`src/rtl/dot_product_accum_if.sv`:
```
// Operand/result stream bundle for dot_product_accum: the valid/ready input pair
// stream, the valid/ready result port, plus the clear/busy side controls.
interface dot_product_if #(
    parameter int BIT_WIDTH = 16
);
    logic                        clear;
    logic                        in_valid;
    logic                        in_ready;
    logic signed [BIT_WIDTH-1:0] in_a;
    logic signed [BIT_WIDTH-1:0] in_b;
    logic signed [BIT_WIDTH-1:0] in_bias;
    logic                        out_valid;
    logic                        out_ready;
    logic signed [BIT_WIDTH-1:0] out_data;
    logic                        busy;

    modport master (
        output clear, in_valid, in_a, in_b, in_bias, out_ready,
        input  in_ready, out_valid, out_data, busy
    );

    modport slave (
        input  clear, in_valid, in_a, in_b, in_bias, out_ready,
        output in_ready, out_valid, out_data, busy
    );
endinterface

```
`src/rtl/dot_product_accum.sv`:
```
// Sequential dot-product accumulator: folds VEC_LEN (a, b) pairs into a bias-seeded sum.
// Define DOT_PRODUCT_SATURATE_EN for per-beat saturating arithmetic; wraps otherwise.
module dot_product_accum #(
    parameter int BIT_WIDTH = 16,
    parameter int VEC_LEN   = 16,
    parameter int CNT_WIDTH = $clog2(VEC_LEN + 1)
) (
    input  logic         clk,
    input  logic         rst,
    dot_product_if.slave bus
);
    typedef enum logic {
        ACCUM = 1'b0,
        DONE  = 1'b1
    } state_t;

    localparam logic [CNT_WIDTH-1:0] LAST_CNT = CNT_WIDTH'(VEC_LEN - 1);

    state_t                      state_q;
    logic [CNT_WIDTH-1:0]        cnt_q;
    logic signed [BIT_WIDTH-1:0] acc_q;
    logic signed [BIT_WIDTH-1:0] acc_d;
    logic signed [BIT_WIDTH-1:0] seed;
    logic                        accept;

    // The first beat of a vector reseeds from the bias; later beats chain on acc.
    assign seed = (cnt_q == '0) ? bus.in_bias : acc_q;

`ifdef DOT_PRODUCT_SATURATE_EN
    localparam logic signed [2*BIT_WIDTH:0] SAT_MAX =
        {{(BIT_WIDTH + 2){1'b0}}, {(BIT_WIDTH - 1){1'b1}}};
    localparam logic signed [2*BIT_WIDTH:0] SAT_MIN = ~SAT_MAX;

    logic [2*BIT_WIDTH-1:0]      prod;
    logic signed [2*BIT_WIDTH:0] sum_full;

    assign prod = {{BIT_WIDTH{bus.in_a[BIT_WIDTH-1]}}, bus.in_a}
                * {{BIT_WIDTH{bus.in_b[BIT_WIDTH-1]}}, bus.in_b};
    assign sum_full = {prod[2*BIT_WIDTH-1], prod}
                    + {{(BIT_WIDTH + 1){seed[BIT_WIDTH-1]}}, seed};

    always_comb begin
        if (sum_full > SAT_MAX) begin
            acc_d = {1'b0, {(BIT_WIDTH - 1){1'b1}}};
        end else if (sum_full < SAT_MIN) begin
            acc_d = {1'b1, {(BIT_WIDTH - 1){1'b0}}};
        end else begin
            acc_d = sum_full[BIT_WIDTH-1:0];
        end
    end
`else
    // Low bits of a product do not depend on operand signedness, so this is the
    // truncated signed multiply-add.
    assign acc_d = bus.in_a * bus.in_b + seed;
`endif

    assign bus.in_ready  = (state_q == ACCUM) & ~bus.clear;
    assign accept        = bus.in_valid & bus.in_ready;
    assign bus.out_valid = (state_q == DONE);
    assign bus.out_data  = acc_q;
    assign bus.busy      = (cnt_q != '0) | (state_q == DONE);

    always_ff @(posedge clk or posedge rst) begin
        if (rst) begin
            state_q <= ACCUM;
            cnt_q   <= '0;
            acc_q   <= '0;
        end else if (bus.clear) begin
            state_q <= ACCUM;
            cnt_q   <= '0;
        end else begin
            case (state_q)
                ACCUM: begin
                    if (accept) begin
                        acc_q <= acc_d;
                        if (cnt_q == LAST_CNT) begin
                            cnt_q   <= '0;
                            state_q <= DONE;
                        end else begin
                            cnt_q <= cnt_q + CNT_WIDTH'(1);
                        end
                    end
                end
                DONE: begin
                    if (bus.out_ready) begin
                        state_q <= ACCUM;
                    end
                end
                default: state_q <= ACCUM;
            endcase
        end
    end
endmodule

```
`src/flat_wrapper.sv`:
```
// flat-port wrapper written by rule: the top's interface ports become plain ports
module dot_product_accum_flat 
#(
    parameter int BIT_WIDTH = 16,
    parameter int VEC_LEN   = 16,
    parameter int CNT_WIDTH = $clog2(VEC_LEN + 1)
)
  (clk, rst, bus_clear, bus_in_valid, bus_in_a, bus_in_b, bus_in_bias, bus_out_ready, bus_in_ready, bus_out_valid, bus_out_data, bus_busy);
  dot_product_if #(.BIT_WIDTH(BIT_WIDTH)) bus_i ();
  input  logic clk;
  input  logic rst;
  input wire logic [$bits(bus_i.clear)-1:0] bus_clear;
  input wire logic [$bits(bus_i.in_valid)-1:0] bus_in_valid;
  input wire logic [$bits(bus_i.in_a)-1:0] bus_in_a;
  input wire logic [$bits(bus_i.in_b)-1:0] bus_in_b;
  input wire logic [$bits(bus_i.in_bias)-1:0] bus_in_bias;
  input wire logic [$bits(bus_i.out_ready)-1:0] bus_out_ready;
  output wire logic [$bits(bus_i.in_ready)-1:0] bus_in_ready;
  output wire logic [$bits(bus_i.out_valid)-1:0] bus_out_valid;
  output wire logic [$bits(bus_i.out_data)-1:0] bus_out_data;
  output wire logic [$bits(bus_i.busy)-1:0] bus_busy;
  assign bus_i.clear = bus_clear;
  assign bus_i.in_valid = bus_in_valid;
  assign bus_i.in_a = bus_in_a;
  assign bus_i.in_b = bus_in_b;
  assign bus_i.in_bias = bus_in_bias;
  assign bus_i.out_ready = bus_out_ready;
  assign bus_in_ready = bus_i.in_ready;
  assign bus_out_valid = bus_i.out_valid;
  assign bus_out_data = bus_i.out_data;
  assign bus_busy = bus_i.busy;
  dot_product_accum #(.BIT_WIDTH(BIT_WIDTH), .VEC_LEN(VEC_LEN), .CNT_WIDTH(CNT_WIDTH)) u_core (.clk(clk), .rst(rst), .bus(bus_i));
endmodule
```
`config.mk`:
```
export PLATFORM = sky130hd
export DESIGN_NAME = dot_product_accum_flat
export DESIGN_NICKNAME = d
export VERILOG_FILES = /design/src/rtl/dot_product_accum_if.sv /design/src/rtl/dot_product_accum.sv /design/src/flat_wrapper.sv
export SDC_FILE = /design/constraint.sdc
export NUM_CORES = 1
export LEC_CHECK = 0
export BUFFER_PORTS_ARGS = -buffer_cell sky130_fd_sc_hd__buf_2
export CORE_UTILIZATION = 65
export CTS_CLUSTER_SIZE = 10
export DETAILED_ROUTE_END_ITERATION = 8
export MAX_ROUTING_LAYER = met4
export PLACE_DENSITY_LB_ADDON = 0.2
export SYNTH_ARGS = -nofsm -noshare
export SYNTH_HDL_FRONTEND = slang
export SYNTH_SLANG_ARGS = --single-unit
```
`constraint.sdc`:
```
create_clock -name clk -period 15.3 [get_ports clk]
set_clock_uncertainty 0.05 [all_clocks]
set_input_delay 2.295 -clock clk [delete_from_list [all_inputs] [get_ports clk]]
set_output_delay 2.295 -clock clk [all_outputs]
set_load 0.02 [all_outputs]
```
==> impl_metrics.csv <==
group,metric,value,unit
run_status,run_status,"complete, no violations",
sta,min_period,7.07,ns
cts,numCtsBuffers,3,
setup_path,critical_path_peak_fanout,15,
power_and_ir_drop,p_int,0.615,mW
finish,layout_commonest_cell,"inv_1",
synth,avgSynthCellArea,8.77,µm²
synth,yosysSeqAreaShare,9.67,%
setup_path,startpoint_type,"input port",
sta,drv_slew,0,
detailed_routing,drtIter0Drc,168,
power_and_ir_drop,ir_drop,382,µV
finish,seq_area,551,µm²
setup_path,critPathKind,"in2reg",
power_and_ir_drop,p_comb_share,88.3,%
finish,syn_to_final_growth,8.75,%
job,drv_cap,0,
synth,syn_area,5690,µm²
detailed_routing,num_vias,4288,
global_route,grt_max_degree,26,
floorplan,coreArea,8340,µm²
finish,final.fill_count,657,
finish,drive_above_1_share,13.2,%
setup_path,r2r_slack,9.47,ns
cts,clk_pin_slew,0.09,ns
sta,setup_tns,0,ns
global_route,first_global_vias,4429,
cts,hold_buffers,0,
setup_path,arrival,7.14,ns
sta,timing.fmax,141,MHz
finish,antenna_cells,0,
floorplan,die_h,95.6,µm
floorplan,ios,72,
power_and_ir_drop,p_per_area,208,nW/µm²
setup_path,cp-end-kind,"flip-flop",
power_and_ir_drop,p_leak,3.33,nW
placed_design,portBuffers,71,
global_route,antenna_found_initial,0,
setup_path,critPathRequiredTime,15.37,ns
synth,syn-num-nets,863,
cts,cts.repair.resized,0,
sta,rsz0062_at_grt,"no",
detailed_routing,antenna_left,0,
placed_design,gp_congestion,0.987,
detailed_routing,drt-total-wl,12900,µm
power_and_ir_drop,p_clk_share,4.3,%
synth,synthCells,649,
floorplan,initial_utilization,68.2,%
sta,finalHoldViolations,0,
sta,fin_crit_sh,46.2,%
cts,post_cts_buffers,0,
global_route,grt_usage,32.1,%
floorplan,dieArea,9130,µm²
finish,multi_input_area,4460,µm²
power_and_ir_drop,swShare,52.2,%
global_route,overflow,0,
power_and_ir_drop,total_power,1.29,mW
finish,nNetsFinal,922,
sta,setup_viol,0,
global_route,grt_first_pass_wirelength,21200,µm
detailed_routing,drcViolationCount,0,
synth,ys.warnings.count,0,
cts,cts_buffer_depth,2,
sta,tightest_slew,0.925,ns
cts,clock-root-buffer,"clkbuf_8",
detailed_routing,viasPerCell,5.28,
synth,yosys_register_bits,22,
min_path,hold_path.class,"reg2reg",
floorplan,die_w,95.6,µm
cts,insertion_delay,0.27,ns
detailed_routing,post_drt_wl_per_cell,15.8,µm
floorplan,num_rows,33,
placed_design,dp_hpwl,11100,µm
synth,ys_types,29,
cts,cts_tree,"yes",
sta,slew_headroom,38.4,%
power_and_ir_drop,pwr-share-seq,7.3,%
cts,clock-sinks,22,
power_and_ir_drop,p_switching,0.673,mW
cts,htree_levels,1,
detailed_routing,dr.pass1.iters,5,
finish,final_cell_mix,"inv_1, fa_1, nand2_1",
-- metrics by stage --
step           utilization (%)  hold slack [ns]  worst slack, ns  area (µm²)  instances
3_3_place_gp              73.3            0.425             8.15        6120        808
4_1_cts                   74.2            0.461             8.30        6190        812
5_1_grt                   74.2            0.499             7.96        6190        812
3_5_place_dp              73.3            0.442             8.02        6120        808
2_1_floorplan                -            0.496             8.35        5690        649
6_report                  74.2            0.454             8.23        6190        812
-- area by class of cell --
cell class	instances	share of cell area (%)
sequential	22	8.90
multi-input combinational	447	72.1
clock inverter	1	0.485
inverter	162	9.83
clock buffer	3	0.667
tap	105	2.12
timing repair buffer	72	5.86
-- Yosys cell counts --
cell type,instances,area share (%)
inv_1,162,11
fa_1,93,33
nand2_1,86,5.7
and2_1,78,8.6
ha_1,68,15
xnor2_1,34,5.2
dfrtp_1,22,9.7
clkbuf_1,18,1.2
mux2_2,15,3.0
xor2_1,10,1.5
nor2_1,9,0.59
o21ai_0,9,0.79
a21oi_1,8,0.70
nand2b_1,5,0.55
o21ai_1,5,0.44
nor2b_1,4,0.44
a31oi_1,3,0.33
nor3_1,3,0.26
o21bai_1,3,0.40
a21boi_1,2,0.26
a21o_1,2,0.26
a41oi_1,2,0.31
o21a_1,2,0.26
a311oi_1,1,0.15
a31o_2,1,0.15
and4b_1,1,0.18
mux2i_1,1,0.18
nor4b_4,1,0.42
or3_1,1,0.11
-- sequential cells by signal (all words and copies together), names as in the netlist --
name / flops
u_core.cnt_q: 5
u_core.bus.out_valid: 1
u_core.bus.out_data: 16
-- kinds of logic (layout without fill, tap and decap cells) --
| kind of cell | after synthesis | after routing | share of synthesized area, % |
|---|---|---|---|
| AO/OA/AOI/OAI | 38 | 38 | 4.07 |
| XOR/XNOR | 44 | 44 | 6.77 |
| adder cells (fa/ha/maj) | 161 | 161 | 47.7 |
| buffers and inverters | 180 | 238 | 11.9 |
| flip-flops | 22 | 22 | 9.67 |
| multiplexers | 16 | 16 | 3.14 |
| AND/OR/NAND/NOR | 188 | 188 | 16.8 |
-- power by group through the flow --
stage	registers [mW]	clock network [mW]	logic [mW]
2_1_floorplan	0.117	0	0.846
6_report	0.0946	0.0555	1.14
3_5_place_dp	0.0958	0	1.12
3_3_place_gp	0.0947	0	1.08
5_1_grt	0.0974	0.0587	1.29
4_1_cts	0.0947	0.0563	1.14
-- worst max-delay path: stages --
cell and delay, ns:
buf_2 0.27, nand2_1 0.13, fa_1 0.54, inv_1 0.05, fa_1 0.53, ha_1 0.14
inv_1 0.06, fa_1 0.48, fa_1 0.52, fa_1 0.50, inv_1 0.05, ha_1 0.31
o21ai_0 0.18, nand2b_1 0.12, a31oi_1 0.36, o21ai_0 0.15, a31oi_1 0.24, xnor2_1 0.14
o21ai_1 0.07
-- path summary, 6_finish.rpt --
check,from,end,cells past startpoint
hold reg to reg,u_core.bus.out_data[7],u_core.bus.out_data[7],2
min in group asynchronous,rst,u_core.bus.out_data[8],2
hold / removal,u_core.bus.out_data[7],u_core.bus.out_data[7],2
max in group asynchronous,rst,u_core.cnt_q[3],2
setup / recovery,bus_in_b[1],u_core.bus.out_data[15],19
setup reg to reg,u_core.cnt_q[0],u_core.bus.out_data[15],22
-- layer usage --
layer	GRT usage [%]	part of all wire, %	routed length, µm
met5	-	0	0
met3	4.94	6.2	796
met2	53.3	49	6340
met4	3.98	1.0	131
met1	42.9	44	5590
No activity file was read; power rests on OpenSTA's default activity.
